### src/rtl/nibble_add_seq.sv
// Sequential W-bit adder/subtractor that pushes one nibble per cycle through a
// single 4-bit ripple-carry adder, with a valid/ready request and result handshake.

module rca_n (
    input  logic [3:0] a,
    input  logic [3:0] b,
    input  logic       ci,
    output logic [3:0] s,
    output logic       co
);
    logic [4:0] c;

    always_comb begin
        s    = '0;
        c    = '0;
        c[0] = ci;
        for (int unsigned i = 0; i < 4; i++) begin
            s[i]   = a[i] ^ b[i] ^ c[i];
            c[i+1] = (a[i] & b[i]) | (a[i] & c[i]) | (b[i] & c[i]);
        end
        co = c[4];
    end
endmodule

module nibble_add_seq #(
    parameter int W = 32
) (
    input  logic         clk,
    input  logic         rst,
    input  logic         start_valid,
    output logic         start_ready,
    input  logic         op,
    input  logic [W-1:0] a,
    input  logic [W-1:0] b,
    input  logic         ci,
    output logic         res_valid,
    input  logic         res_ready,
    output logic [W-1:0] s,
    output logic         co,
    output logic         ovf,
    output logic         busy
);
    localparam int N  = W / 4;
    localparam int CW = $clog2(N);

    localparam logic [1:0] IDLE = 2'd0;
    localparam logic [1:0] RUN  = 2'd1;
    localparam logic [1:0] DONE = 2'd2;

    localparam logic [CW-1:0] LAST = CW'(N - 1);

    logic [1:0]    state;
    logic [CW-1:0] cnt;
    logic [W-1:0]  a_r;
    logic [W-1:0]  b_r;
    logic          carry;

    logic [3:0] nib_a;
    logic [3:0] nib_b;
    logic [3:0] nib_s;
    logic       nib_co;

    assign nib_a = a_r[4*cnt +: 4];
    assign nib_b = b_r[4*cnt +: 4];

    rca_n u_rca (
        .a  (nib_a),
        .b  (nib_b),
        .ci (carry),
        .s  (nib_s),
        .co (nib_co)
    );

    always_ff @(posedge clk) begin
        if (rst) begin
            state <= IDLE;
            cnt   <= '0;
            carry <= 1'b0;
            a_r   <= '0;
            b_r   <= '0;
            s     <= '0;
            co    <= 1'b0;
            ovf   <= 1'b0;
        end else begin
            case (state)
                IDLE: begin
                    if (start_valid) begin
                        a_r   <= a;
                        b_r   <= op ? ~b : b;
                        carry <= op ? 1'b1 : ci;
                        cnt   <= '0;
                        state <= RUN;
                    end
                end
                RUN: begin
                    s[4*cnt +: 4] <= nib_s;
                    carry         <= nib_co;
                    cnt           <= cnt + 1'b1;
                    if (cnt == LAST) begin
                        // Top sum bit is nib_s[3]; s[W-1] only lands at this same edge.
                        co    <= nib_co;
                        ovf   <= (a_r[W-1] == b_r[W-1]) && (nib_s[3] != a_r[W-1]);
                        state <= DONE;
                    end
                end
                DONE: begin
                    if (res_ready) state <= IDLE;
                end
                default: state <= IDLE;
            endcase
        end
    end

    assign start_ready = (state == IDLE);
    assign res_valid   = (state == DONE);
    assign busy        = (state != IDLE);
endmodule
### config.mk
export PLATFORM = sky130hd
export DESIGN_NAME = nibble_add_seq
export DESIGN_NICKNAME = d
export VERILOG_FILES = /design/src/rtl/nibble_add_seq.sv
export SDC_FILE = /design/constraint.sdc
export NUM_CORES = 1
export LEC_CHECK = 0
export BUFFER_PORTS_ARGS = -buffer_cell sky130_fd_sc_hd__buf_2
export CAP_MARGIN = 10
export CORE_MARGIN = 3
export CORE_UTILIZATION = 33
export DETAILED_ROUTE_END_ITERATION = 16
export HOLD_SLACK_MARGIN = 0.08
export MAX_ROUTING_LAYER = met4
export REMOVE_ABC_BUFFERS = 1
export SLEW_MARGIN = 20
export SYNTH_ARGS = -nofsm -noshare
export SYNTH_HDL_FRONTEND = slang
export SYNTH_SLANG_ARGS = --single-unit
### constraint.sdc
create_clock -name clk -period 5 [get_ports clk]
set_input_delay 1.25 -clock clk [delete_from_list [all_inputs] [get_ports clk]]
set_output_delay 1.25 -clock clk [all_outputs]
set_load 0.05 [all_outputs]
==> metrics.yaml <==
outcome: "finished, final reports clean"
cts_made_buffers: 9
finalHoldViolations: 0
syn_to_final_growth_pct: 18.9
worstPathCellList: "mux4_2 > nand2_1 > nand2_1 > fa_1 > inv_1 > fa_1 > fa_1 > inv_1 > fa_1 > and3b_1 > a211oi_1 > nor3_1"
synth-seq-area-share_pct: 43.0
grt-ovfl-total: 0
path_class: "reg -> reg"
antenna_found_initial: 0
cts-root-buf: "clkbuf_16"
routedWlPerCell_um: 14.5
worstPathMaxFanout: 13
syn_area_um2: 4840
portBuffers: 106
insertion_delay_ns: 0.35
drt-initial-drc-count: 157
drv_cap: 0
pre_cts_ws_ns: 1.33
first_pass_iters: 4
fmax_mhz: 275
syn_area_per_cell_um2: 9.37
slowest_delay_ns: 0.70
leakagePower_nw: 2.38
die_height_um: 127
synth_edf_count: 0
end_kind: "register"
synth_warnings: 0
grt_pass1_wl_mm: 18.6
setup_ws_ns: 1.37
start_util_pct: 34.4
yosys_most_used_dff: "dfxtp_1"
hp-class: "reg -> reg"
diodes: 0
dieArea_um2: 16200
final_util_pct: 40.9
die_width_um: 127
slowest_stage: "dfxtp_1"
num_rows: 43
ys_seq_elements: 104
setup_viol: 0
hold_slack_ns: 0.454
period_share_pct: 72.6
cts.htree.levels: 3
clk_pin_slew_ns: 0.07
grt_pass1_vias: 3735
tritoncts: "yes"
post_cts_buffers: 0
ctsResizeCount: 0
slew_headroom_pct: 40.3
tightest_slew_ns: 0.896
synth_cell_types: 38
drt-total-wl_mm: 11.3
synthArstFlopShare_pct: 0
grt_max_degree: 97
synthCells: 517
ant_nets: 0
final_common_cell: "buf_2"
powerDensity_nw_per_um2: 324
drcViolationCount: 0
worst_setup_path_start_kind: "register"
ff2ff_path_depth: 12
crit_path_frequent_cell: "fa_1"
critPathArrivalTime_ns: 3.84
hold_depth: 2
ir_worst_vdd_v: 0.000172
cts.sinks: 104
io_pins: 107
rsz0062_at_grt: "no"
finalCriticalPeriod_ns: 3.63
cts-hold-fix-buffers: 0
nets: 677
clock_skew_ns: 0.0101
maxSlewViolCount: 0
setup_tns_ns: 0
via_count: 3737
cts.path.max_buffers: 2
grt_usage_pct: 14.8
p_total_mw: 1.87
drive_gt1_share_pct: 27.3
coreArea_um2: 14100
avgViaCountPerCell: 4.78
post-dp-hpwl_mm: 8.46
place_congestion: 0.814
required_ns: 5.21
final_cell_mix: "buf_2, nand2_1, dfxtp_1"
[state kept, by name, summed over array words and instances (netlist names)]
| name | cells |
|---|---|
| carry | 1 |
| b_r | 32 |
| state | 2 |
| co | 1 |
| cnt | 3 |
| a_r | 32 |
| s | 32 |
| ovf | 1 |
[layout make-up]
type | instances | area, um^2
clock buffers | 10 | 229
clock inverters | 6 | 73.8
fillers | 1457 | 8340
inverters | 9 | 33.8
multi-input cells | 362 | 2560
flip-flops and latches | 104 | 2080
well taps | 180 | 225
repair buffers | 110 | 561
[report_power, final]
part	switching, mW	internal [mW]	total (mW)	leakage, nW
Sequential	0.0286	0.870	0.898	0.851
Combinational	0.144	0.111	0.254	1.39
Clock	0.321	0.396	0.716	0.142
Total	0.493	1.38	1.87	2.38
[through the flow]
stage          cell area [um^2]  std cells
2_1_floorplan              4670        475
3_3_place_gp               5460        765
3_5_place_dp               5460        765
4_1_cts                    5760        781
5_1_grt                    5760        781
6_report                   5760        781
[critical path: cells and delay by family, from the launching register on]
family                   cells  cell delay (ns)
multiplexers                 1             0.58
adder cells (fa/ha/maj)      4             1.42
AO/OA/AOI/OAI                1             0.20
AND/OR/NAND/NOR              4             0.45
flip-flops                   1             0.70
buffers and inverters        2             0.12
[per-layer routing]
metal / share of wire (%) / track usage [%]
met1: 49 / 20.3
met4: 1.3 / 4.23
met5: 0 / -
met2: 44 / 22.0
met3: 5.8 / 3.26
[synth_stat cells, drive strengths merged (9+ instances only)]
master,count,area share [%]
inv,9,0.70
clkbuf,31,2.4
dfxtp,104,43
a21oi,34,3.5
nor2b,14,1.8
buf,11,1.3
mux2i,26,5.4
a211oi,33,5.1
mux2,12,2.8
nand2,105,8.1
nor2,46,3.6
xnor2,32,5.8
mux4,16,7.4
[path summary, 6_finish.rpt]
path	from	end	slack (ns)
min reg2reg	s[16]	s[16]	0.45
max	cnt[1]	ovf	1.37
max reg2reg	cnt[1]	ovf	1.37
min	s[16]	s[16]	0.45
[logic make-up after synthesis]
| logic type | synth area share, % |
|---|---|
| adders and majority gates | 3.46 |
| muxes | 15.6 |
| AOI/OAI and AO/OA | 9.50 |
| DFF | 43.0 |
| and+or+nand+nor | 18.3 |
| buffers and inverters | 4.36 |
| xor gates and xnor gates | 5.79 |
Power figures use the tool's default switching activity.
